==> src/rtl/mem_port_arbiter.sv <==
// mem_port_arbiter: two-master in-order arbiter (data priority, fetch anti-starvation) sharing one memory port.
module mem_port_arbiter #(
    parameter int MAX_OUT  = 2,
    parameter int D_STREAK = 4
) (
    input  logic        clk,
    input  logic        reset_n,
    input  logic        i_req,
    input  logic [31:0] i_addr,
    output logic        i_gnt,
    output logic        i_rvalid,
    output logic [31:0] i_rdata,
    input  logic        d_req,
    input  logic [31:0] d_addr,
    input  logic        d_we,
    input  logic [31:0] d_wdata,
    input  logic [3:0]  d_wstrb,
    output logic        d_gnt,
    output logic        d_rvalid,
    output logic [31:0] d_rdata,
    output logic        m_req,
    output logic [31:0] m_addr,
    output logic        m_we,
    output logic [31:0] m_wdata,
    output logic [3:0]  m_wstrb,
    input  logic        m_gnt,
    input  logic        m_rvalid,
    input  logic [31:0] m_rdata,
    output logic        busy,
    output logic        err
);
    localparam int PW = MAX_OUT > 1 ? $clog2(MAX_OUT) : 1;
    localparam int CW = $clog2(MAX_OUT + 1);

    logic [MAX_OUT-1:0] owner;
    logic [PW-1:0]      wr_ptr, rd_ptr;
    logic [CW-1:0]      count;
    logic [3:0]         streak;
    logic               sel_d, push, pop, head;

    function automatic logic [PW-1:0] nxt(input logic [PW-1:0] p);
        return p == PW'(MAX_OUT - 1) ? '0 : p + 1'b1;
    endfunction

    assign sel_d   = d_req && !(i_req && streak == 4'(D_STREAK));
    assign m_req   = (i_req || d_req) && count < CW'(MAX_OUT);
    assign m_addr  = sel_d ? d_addr : i_req ? i_addr : '0;
    assign m_we    = sel_d && d_we;
    assign m_wdata = sel_d ? d_wdata : '0;
    assign m_wstrb = sel_d ? d_wstrb : '0;
    assign d_gnt   = m_req && m_gnt && sel_d;
    assign i_gnt   = m_req && m_gnt && !sel_d;
    assign push    = i_gnt || d_gnt;
    assign pop     = m_rvalid && count != '0;
    assign head    = owner[rd_ptr];
    assign d_rvalid = pop && head;
    assign i_rvalid = pop && !head;
    assign d_rdata  = d_rvalid ? m_rdata : '0;
    assign i_rdata  = i_rvalid ? m_rdata : '0;
    assign busy     = count != '0;

    always_ff @(posedge clk or negedge reset_n) begin
        if (!reset_n) begin
            owner  <= '0;
            wr_ptr <= '0;
            rd_ptr <= '0;
            count  <= '0;
            streak <= '0;
            err    <= 1'b0;
        end else begin
            if (push) begin
                owner[wr_ptr] <= d_gnt;
                wr_ptr        <= nxt(wr_ptr);
            end
            if (pop)
                rd_ptr <= nxt(rd_ptr);
            count  <= count + CW'(push) - CW'(pop);
            // streak only counts data wins against a waiting fetch
            streak <= (!i_req || i_gnt) ? 4'd0 :
                      (d_gnt && streak != 4'(D_STREAK)) ? streak + 4'd1 : streak;
            if (m_rvalid && count == '0)
                err <= 1'b1;
        end
    end
endmodule

==> config.mk <==
export PLATFORM = sky130hd
export DESIGN_NAME = mem_port_arbiter
export DESIGN_NICKNAME = d
export VERILOG_FILES = /design/src/rtl/mem_port_arbiter.sv
export SDC_FILE = /design/constraint.sdc
export NUM_CORES = 1
export LEC_CHECK = 0
export ABC_AREA = 1
export CORE_AREA = 4 4 105 107
export DETAILED_ROUTE_END_ITERATION = 10
export DIE_AREA = 0 0 109 111
export PLACE_DENSITY = 0.66
export SLEW_MARGIN = 5
export SYNTH_ARGS = -nofsm -noshare
export SYNTH_HDL_FRONTEND = slang
export SYNTH_SLANG_ARGS = --single-unit
==> constraint.sdc <==
create_clock -name clk -period 2.47 [get_ports clk]
set_clock_uncertainty 0.1 [all_clocks]
set_input_delay 0.247 -clock clk [delete_from_list [all_inputs] [get_ports clk]]
set_output_delay 0.247 -clock clk [all_outputs]
set_load 0.01 [all_outputs]
After elaboration in Yosys (flattened, before gate mapping)

Index checks and enable logic that the tools add are counted.

Order comparisons: 4
Reductions and logical operators: 23
Add/subtract/negate cells: 5
Mux-type cells: 15
Equality and inequality tests: 2

Operators by type and width:

| cell                | count |
|---|---|
| $mux 32             | 5 |
| $logic_and 1x1->1   | 13 |
| $mux 4              | 3 |
| $mux 1              | 5 |
| $add 4x1->4 const B | 1 |
| $eq 4x3->1 const B  | 1 |
| $logic_not 1->1     | 4 |
| $lt 1x2->1 const B  | 2 |
| $ne 4x3->1 const B  | 1 |
| $reduce_bool 2->1   | 2 |
| $logic_or 1x1->1    | 3 |
| $add 1x1->1 const B | 2 |
| $add 2x1->2         | 1 |
| $bwmux 2            | 1 |
| $logic_not 2->1     | 1 |
| $lt 2x2->1 const B  | 1 |
| $sub 2x1->2         | 1 |
| $demux 1 s1         | 1 |
| $ge 1x1->1 const B  | 1 |

Output and inout port bits: 140
Bits of input ports: 139
Bits in registers: 11

Logic depth before layout (Yosys ltp)

Word-level depth: 9
Depth in mapped cells: 9

Worst setup path before layout

Ideal clock, no wire load.

Path kind: reg2reg
Start: reg count[1]
End: reg count[1]
Path buffers: 0
Library setup time: 0.129 ns
Required time: 2.241 ns
Cell stages (with the launch flop): 8
Path slack: 0.736 ns
Data arrival time: 1.505 ns
Period minus slack after synthesis: 1.734 ns
Path through: dfrtp_1 > nor3_2 > inv_2 > ha_1 > inv_1 > ha_1 > xnor2_1 > xor2_1

Word-level cells in the longest chain between the ends: 7
Elaborated cells between the ends (all ways): 10
Classes of those cells: add/sub: 2; order compare: 1; reduce/logical: 7

RTL lines:

| what                                 | RTL line | source |
|---|---|---|
| start: declaration                   | 37       | `logic [CW-1:0] count;` |
| start signal: assignment             | 77       | `count <= count + CW'(push) - CW'(pop);` |
| $lt 2x2->1                           | 46       | `assign m_req = (i_req \|\| d_req) && count < CW'(MAX_OUT);` |
| $logic_and 1x1->1                    | 46       |  |
| $logic_and 1x1->1                    | 51, 52   |  |
| $logic_and 1x1->1 (on tied branches) | 52, 51   |  |
| $logic_or 1x1->1                     | 53       | `assign push = i_gnt \|\| d_gnt;` |
| $add 2x1->2                          | 77       |  |
| $sub 2x1->2 *                        | 77       |  |

Mark *: on every way between the ends. The rest lies on a longest branch, timed or not.
A chain may end at the register's enable or synchronous reset.

Final worst setup path

Start: reg streak[0]
End: out d_gnt

Word-level cells in the longest chain between the ends: 5

RTL lines:

| what                     | RTL line | source |
|---|---|---|
| start: declaration       | 38       | `logic [3:0] streak;` |
| start signal: assignment | 79       | `streak <= (!i_req \|\| i_gnt) ? 4'd0 :` |
| $eq 4x3->1               | 45       | `assign sel_d = d_req && !(i_req && streak == 4'(D_STREAK));` |
| $logic_and 1x1->1        | 45       |  |
| $logic_not 1->1          | 45       |  |
| $logic_and 1x1->1        | 45       |  |
| $logic_and 1x1->1        | 51       | `assign d_gnt = m_req && m_gnt && sel_d;` |
| end: declaration         | 18       | `output logic d_gnt,` |

No other way between the ends.

==> summary.md <==
| Metric | Value |
|---|---|
| CTS Hold Buffers Added | `0` |
| Met2 Track Usage GR | `approximately 30%` |
| Remaining antenna violation count after routing | `0` |
| DR WL/cell | `about 13 um` |
| Total GRT Usage | `roughly 15%` |
| Seq/Total Area, Yosys | `~15%` |
| Worst stage delay on the critical path | `0.57 ns` |
| # H-tree levels | `1` |
| Met1 usage | `roughly 14%` |
| CTS Sinks | `11` |
| Global-route wire length before repair | `~15000 um` |
| Antenna fix cells | `0` |
| Critical path arrival | `2.03 ns` |
| GP Congestion | `~0.82` |
| Core area | `slightly above 10000 um2` |
| DRT iter0 DRCs | `125` |
| Status | `finished, final reports clean` |
| Syn Area/Cell | `5.03 um2` |
| CP Class | `flop to output port` |
| Vias per std cell | `about 4` |
| Cts bufs inserted | `3` |
| Combinational Power Share | `roughly four fifths` |
| Final instance area | `roughly 4900 um2` |
| Top Usage Layer GRT | `met2` |
| Skew-Pair Late Insertion Delay | `0.23 ns` |
| Slowest CP cell | `clkdlybuf4s50_1` |
| Largest net degree at the start of global routing | `37` |
| Rel. slew slack | `between 60% and 70%` |
| GRT overflow | `0` |
| Seq cells post-synth | `11` |
| Cells after Synth | `about 360` |
| Die height | `111 um` |
| P_leak | `between 2 and 3 nW` |
| Critical-path cell list | `inv_2 > ha_2 > nand4_2 > nand2_4 > buf_12 > buf_4 > nor2_4 > clkdlybuf4s50_1` |
| Internal power | `1.24 mW` |
| Via count | `between 3000 and 4000` |
| Met3 Track Usage GR | `under 10%` |
| Setup crit end kind | `output port` |
| Switching part of the total power | `roughly 40%` |
| Number of detailed-route iterations in the first pass | `4` |
| Clock Power Share | `just over 8%` |
| RSZ-0062 raised after global routing | `no` |
| Max Freq | `0.420 GHz` |
| Peak VDD IR | `0.247 mV` |
| Hpwl dp | `8640 um` |
| Fraction of layout cells with a size suffix above 1 | `under 10%` |
| Floorplan row count | `37` |
| Die W | `approximately 110 um` |
| Hold Fails Final Rpt | `0` |
| Vias in the first global route | `between 2000 and 3000` |
| Critical path launch point type | `flop` |
| Setup TNS | `0 ns` |
| Max Cap Viol | `0` |
| Routed WL | `approximately 10000 um` |
| YS warnings | `0` |
| Syn-to-layout area delta | `168%` |
| Core Util, Final | `between 40 and 50%` |
| Deepest clock path buffer count | `2` |
| Initial antenna violation count | `0` |
| Worst-path fanout max | `17` |
| Reg clk slew, reported paths | `0.05 ns` |
| Synth Cell Area | `~1800 um2` |
| Required @ worst endpoint | `between 2 and 2.5 ns` |
| Switching power | `846 uW` |
| Mapped Nets | `around 500` |
| Post-synth cell types | `23` |
| Power Density | `~430 nW/um2` |
| Worst Tran Pin Value | `between 0.5 and 0.6 ns` |
| I/O Pins | `approximately 280` |
| # port buffers | `around 280` |
| Clock root buffer | `clkbuf_8` |
| Placed Area | `around 4800 um2` |
| CTS tree | `yes` |
| Drc violations | `0` |
| Worst min path class | `input port to asynchronous set/reset pin` |
| Initial Util | `17.9%` |
| Register share of total power | `approximately 13%` |
| Setup violators final | `0` |
| Post-layout nets | `784` |
| Post-layout min period | `roughly 2.4 ns` |
| Hold slack | `~0.25 ns` |
| Max Slew Vio Count | `0` |
| Crit share post-route | `between 90% and 100%` |
| Die area | `around 12000 um2` |
## per-layer routing
layer	routed length [um]	share of wire (%)
met1	3550	35
met2	5360	53
met3	1040	10
met4	137	1.4
met5	0	0
## metrics by stage
| stage | setup slack [ns] | std cells | total power, mW |
|---|---|---|---|
| after detailed placement | 0.134 | 765 | 1.95 |
| after global routing | 0.000733 | 776 | 2.26 |
| after global placement | 0.164 | 765 | 1.93 |
| final | 0.0885 | 776 | 2.08 |
| after CTS | 0.00121 | 769 | 2.10 |
| after floorplan | 0.736 | 361 | 1.01 |
## critical path, delay by kind of cell (launching register included)
kind | cells | cell delay, ns
buffers and inverters | 4 | 0.93
flip-flops | 1 | 0.36
AND/OR/NAND/NOR | 3 | 0.32
adder cells (fa/ha/maj) | 1 | 0.19
## sequential cells by signal (all words and copies together), names as in the netlist
signal and cells:
owner 2, wr_ptr 1, streak 4, count 2
rd_ptr 1, err 1
## layout by cell type (no fill, tap or decap), types with 2 or more instances in the layout
cell type	netlist	layout
xor2_1	3	3
clkbuf_8	0	3
nor2_1	106	106
nand2_2	3	2
buf_6	6	2
inv_1	80	79
buf_12	0	4
nand3_1	39	39
dlygate4sd2_1	0	42
inv_2	6	6
o21ai_0	3	2
clkdlybuf4s50_1	0	227
dlymetal6s2s_1	0	9
xnor2_1	2	2
nand2_1	74	74
nor2_2	2	2
dfrtp_1	11	11
ha_1	4	3
a21oi_1	2	2
o21ai_1	1	2
buf_4	3	10
## cell usage after synthesis
cell type | n | area share (%)
nand4_2 | 1 | 0.69
nor2_2 | 2 | 0.69
inv_1 | 80 | 17
buf_6 | 6 | 3.7
nand4_1 | 1 | 0.35
a21oi_1 | 2 | 0.55
dfrtp_1 | 11 | 15
xnor2_1 | 2 | 0.97
buf_4 | 3 | 1.2
nor3_2 | 1 | 0.55
inv_2 | 6 | 1.2
xor2_1 | 3 | 1.4
o21ai_0 | 3 | 0.83
buf_2 | 8 | 2.2
ha_1 | 4 | 2.8
nand3_1 | 39 | 11
nand2_1 | 74 | 15
o21ai_1 | 1 | 0.28
nor2_1 | 106 | 22
clkbuf_1 | 3 | 0.62
a31o_2 | 1 | 0.48
nand2_2 | 3 | 1.0
nor2_4 | 1 | 0.62
## kinds of logic (layout without fill, tap and decap cells)
group | after synthesis | after routing | share of synthesized area (%)
xor+xnor | 5 | 5 | 2.41
flops | 11 | 11 | 15.2
compound gates | 7 | 7 | 2.14
simple gates | 228 | 228 | 51.9
buf+inv | 106 | 385 | 25.6
fa+ha+maj | 4 | 4 | 2.76
## layout make-up
| class | count | area [um2] |
|---|---|---|
| multi-input cells | 244 | 1080 |
| repair buffers | 295 | 2960 |
| inverters | 86 | 325 |
| fillers | 1043 | 5290 |
| well taps | 136 | 170 |
| flip-flops and latches | 11 | 275 |
| clock buffers | 4 | 45.0 |
## worst paths after layout
path,startpoint,endpoint,slack (ns),cells past startpoint
setup / recovery,streak[0],d_gnt,0.09,8
hold reg to reg,wr_ptr,wr_ptr,0.37,2
setup reg to reg,count[1],count[1],0.71,7
min in group clk,wr_ptr,wr_ptr,0.37,2
hold / removal,reset_n,streak[0],0.25,1
max in group asynchronous,reset_n,owner[0],1.68,1
## what timing repair did
| item | 4_1_cts | 5_1_grt |
|---|---|---|
| gates cloned | 0 | 1 |
| endpoints found under the setup margin | 69 | 42 |
| resized for setup | 46 | 13 |
| endpoints found under the hold margin | 0 | 0 |
| setup buffers | 0 | 6 |
| pin swaps | 0 | 1 |
## power groups by stage
stage,clock (mW),sequential [mW],combinational (mW)
finish,0.173,0.267,1.64
global placement,0,0.269,1.66
CTS,0.179,0.269,1.66
global route,0.189,0.278,1.79
detailed placement,0,0.271,1.68
floorplan,0,0.263,0.749
Power figures use the tool's default switching activity.
==> RTL change 1 (config.mk and constraints unchanged) <==
Register the output `err` once more; this adds one clock of latency there. The other outputs are not delayed to match.
--- a/src/rtl/mem_port_arbiter.sv
+++ b/src/rtl/mem_port_arbiter.sv
@@ -33,2 +33,4 @@
     localparam int CW = $clog2(MAX_OUT + 1);
+
+    logic err_s0;
 
@@ -68,3 +70,3 @@
             streak <= '0;
-            err    <= 1'b0;
+            err_s0 <= 1'b0;
         end else begin
@@ -81,5 +83,9 @@
             if (m_rvalid && count == '0)
-                err <= 1'b1;
+                err_s0 <= 1'b1;
         end
     end
+    always_ff @(posedge clk) begin
+        err <= err_s0;
+    end
+
 endmodule
Formal check against the unedited RTL: not equivalent (a bounded check fails within 4 cycles, from zero or initial values and one cycle with reset_n low).
==> RTL change 1 against the original RTL <==
  * Sequential cell count is 1 higher
  * Worst setup slack improved by 0.0016 ns
  * Cell count did not move
  * Clock power increased by 3%
  * Die area did not move
  * Register-to-register slack worse by 0.14 ns
  * Design area increased by 5.2%
  * Synthesized cell count up 0.28%
  * Routed wire length up 2.4%
  * Area after synthesis increased by 7.5%
  * Via count is 0.91% higher
  * Power increased by 9.4%
  * Critical path type unchanged
==> RTL change 1: results (changes against the original RTL) <==
outcome completed; clock-cell share of area 0.00882 (-0.000459); cells after synthesis 362 (+0.28%); post-route cell area 5110 sq um (+5.2%); ys async rst share 0.917 (-0.0833); met1 GRT Util 0.154 (+0.0109); CTS Hold Buffers Added 0 (unchanged); number of global-route vias before repair 2967 (+2.2%); Setup WS pre-CTS -0.0158 ns (-0.150 ns); layout cell share with drive strength beyond 1 0.0922 (+0.0344); Synth cell types 25 (+8.7%); register area 295 sq um (+7.3%); Routed WL 10300 um (+2.4%); placer congestion estimate 0.883 (+7.5%); maximum vdd ir drop 231 uV (-6.5%); largest net degree at the start of global routing 33 (-11%); First DRT Iteration DRCs 179 (+43%); GR Util met3 0.0536 (+0.00699); XOR/XNOR Fraction of Synth Area 0.0225 (-0.00169); area post-placement 4850 sq um (+2.0%); Leak 3.10 nW (+20%); setup_tns 0 ns (unchanged); Power Internal 0.00133 W (+7.4%); inverters 84 (-2.3%); pin slew with the least headroom to its limit 0.500 ns (-0.00122 ns); DR WL met3 1230 um (+18%); Fill cells 970 (-7.0%); dpl hpwl 8780 um (+1.7%); Switching Fraction 0.417 (+0.0109); drt via density 4.00 (+0.91%); wl on met1 3550 um (about the same); buffering overhead 0.605 (-0.00343); mux cell area share after synthesis 0 (unchanged); top cells by count, synth nor2_1 (82), inv_1 (80), nand2_1 (74), nand3_1 (39), nor2_2 (24); ranking of synthesized cells by area nor2_1 (16%), inv_1 (15%), nand2_1 (14%); met2 usage 0.303 (+0.00205); Reg power frac 0.130 (+0.002); placed cells 767 (+0.26%); post-synthesis sequential area ratio 0.151 (-0.000345); initial antenna violation count 0 (unchanged); Synth Area in Compound Gates 0.0186 (-0.00278); CTS Root Cell clkbuf_8; Setup Fix Bufs, Post-CTS 0 (unchanged); Non-clk bufs 294 (-0.34%); multi-input gates 246 (+0.82%); total track usage 0.156 (+0.00581); Synth Area in Adders 0.0257 (-0.00193); Synth Net Count 505 (+0.20%); fraction of area in multi-input gates 0.232 (+0.00881); P_comb 0.00181 W (+10%); met2 routed WL 5340 um (-0.26%); global-route wire length before repair 15200 um (+3.7%); DR top layer met4; clock sinks 12 (+1); Resized cells post-CTS 16 (-65%); Final Hold Viols 0 (unchanged)
## RTL change 1: cell count changes after synthesis, sizes merged
cell	unedited run	this run
o31ai	0	1
nor2	109	111
dfxtp	0	1
nand2	77	78
o21ai	4	3
inv	86	84
a21oi	2	1
## RTL change 1: worst paths after layout
check | endpoint | slack (ns) | start | cells past startpoint
setup / recovery | m_wdata[24] | 0.09 | streak[0] | 7
hold / removal | owner[1] | 0.25 | reset_n | 1
setup reg to reg | streak[0] | 0.57 | streak[0] | 10
hold reg to reg | err | 0.28 | err_s0 | 0
max in group asynchronous | rd_ptr | 1.68 | reset_n | 1
min in group clk | err | 0.28 | err_s0 | 0
## RTL change 1: worst max-delay path, stage by stage (launching register included)
cell and delay [ns]:
dfrtp_1 0.38, inv_1 0.07, ha_1 0.21, nand4_1 0.14, nand2_4 0.11, buf_4 0.21, nor2_1 0.10, clkdlybuf4s50_1 0.57
==> RTL change 2 (config.mk and constraints unchanged) <==
Made on the original files. The parameter `MAX_OUT` goes from 2 to 4.
--- a/src/rtl/mem_port_arbiter.sv
+++ b/src/rtl/mem_port_arbiter.sv
@@ -2,3 +2,3 @@
 module mem_port_arbiter #(
-    parameter int MAX_OUT  = 2,
+    parameter int MAX_OUT  = 4,
     parameter int D_STREAK = 4
Function: changed (Yosys sat finds a counterexample within 4 cycles, from zero or initial values and one cycle with reset_n low).
==> RTL change 2 against the original RTL <==
  * Worst setup slack improved by 0.015 ns
  * Routed wire length increased by 8.4%
  * Design area rose by 12%
  * Utilization grew 5.8 points
  * Power rose by 47%
  * Critical path depth shrank 1
  * Area after synthesis rose by 23%
  * Synthesized cell count increased by 11%
  * Largest cell class unchanged
  * Sequential power up 68%
  * Sequential cell count increased by 5
  * Worst hold slack improved by 0.075 ns
==> RTL change 2: results (changes against the original RTL) <==
outcome completed; worst reg2reg path endpoint count[2]; placed cells 809 (+5.8%); top cells by count, synth inv_1 (91), nand2_1 (77), nor2_1 (49), nand3_1 (40), nor3_1 (32); global-route wire length before repair 16600 um (+13%); reg2reg path depth 11 (+4); GR Util met3 0.0285 (-0.0181); drt via density 4.21 (+6.0%); max_slew headroom 0.510 (-0.155); number of buffers created by CTS 3 (unchanged); total track usage 0.169 (+0.0185); Avg Cell Area, Syn 5.60 sq um (+11%); Leak 3.09 nW (+19%); largest registers owner x4, streak x4, count x3; max frequency 423 MHz (+0.62%); Antenna diodes 0 (unchanged); Crit-path slowest cell clkdlybuf4s50_1; Hold Slack 0.329 ns (+0.0750 ns); mux cell area share after synthesis 0 (unchanged); dpl hpwl 9270 um (+7.3%); Synth cell types 28 (+22%); CTS Buffer Depth 2 (unchanged); ranking of synthesized cells by area dfrtp_1 (18%), inv_1 (15%), nand2_1 (13%); CTS clk-pin slew, worst paths 0.07 ns (+0.02 ns); CTS Root Cell clkbuf_8; wl on met1 3820 um (+7.7%); Vias 3440 (+12%); Setup WS pre-CTS 0.00186 ns (-0.132 ns); area post-placement 5250 sq um (+10%); maximum vdd ir drop 394 uV (+60%); XOR/XNOR Fraction of Synth Area 0.0157 (-0.00849); Synth Area in Adders 0.0593 (+0.0317); Final Max Slew Viols 0 (unchanged); post-synthesis sequential area ratio 0.179 (+0.0271); Slowest Stage Delay on Critical Path 0.55 ns (-0.02 ns); Synth Net Count 549 (+8.9%); placer congestion estimate 0.905 (+10%); largest family of logic cells by synthesized area simple AND/OR/NAND/NOR gates; P_sw 0.00134 W (+58%); Max-Cap Viols 0 (unchanged); Routed WL 10900 um (+8.4%); final net count 832 (+6.1%); worst reg2reg setup slack 0.35 ns (-0.36 ns); met1 GRT Util 0.174 (+0.0310); Synth Area in Compound Gates 0.0408 (+0.0194); layout cell share with drive strength beyond 1 0.109 (+0.0507); DR WL met3 893 um (-14%); met2 usage 0.334 (+0.0328); worst skew pair latency 0.25 ns (+0.02 ns); CP endpoint i_rdata[29]; First DRT Iteration DRCs 155 (+24%); critical path peak fanout 33 (+16); met2 routed WL 6000 um (+12%); CP startpoint rd_ptr[0]; worst min path class in -> async
-- RTL change 2: final cells by class --
| cell class | instances | area (sq um) |
|---|---|---|
| clock buffers | 4 | 55.1 |
| fillers | 955 | 4700 |
| inverters | 94 | 355 |
| multi-input cells | 267 | 1380 |
| flip-flops and latches | 16 | 402 |
| well taps | 136 | 170 |
| repair buffers | 301 | 3080 |
-- RTL change 2: power groups by stage --
stage                     clock [W]  sequential (W)  combinational, W
after floorplan                   0        0.000428           0.00116
after global placement            0        0.000438           0.00236
after detailed placement          0        0.000444           0.00239
after CTS                  0.000243        0.000437           0.00238
after global routing       0.000250        0.000463           0.00260
final                      0.000233        0.000449           0.00237
-- RTL change 2: what timing repair did --
item / in CTS / in global routing
pin swaps: 0 / 1
buffers inserted: 1 / 3
cloned: 0 / 1
endpoints found under the setup margin: 68 / 70
gates resized for setup: 34 / 45
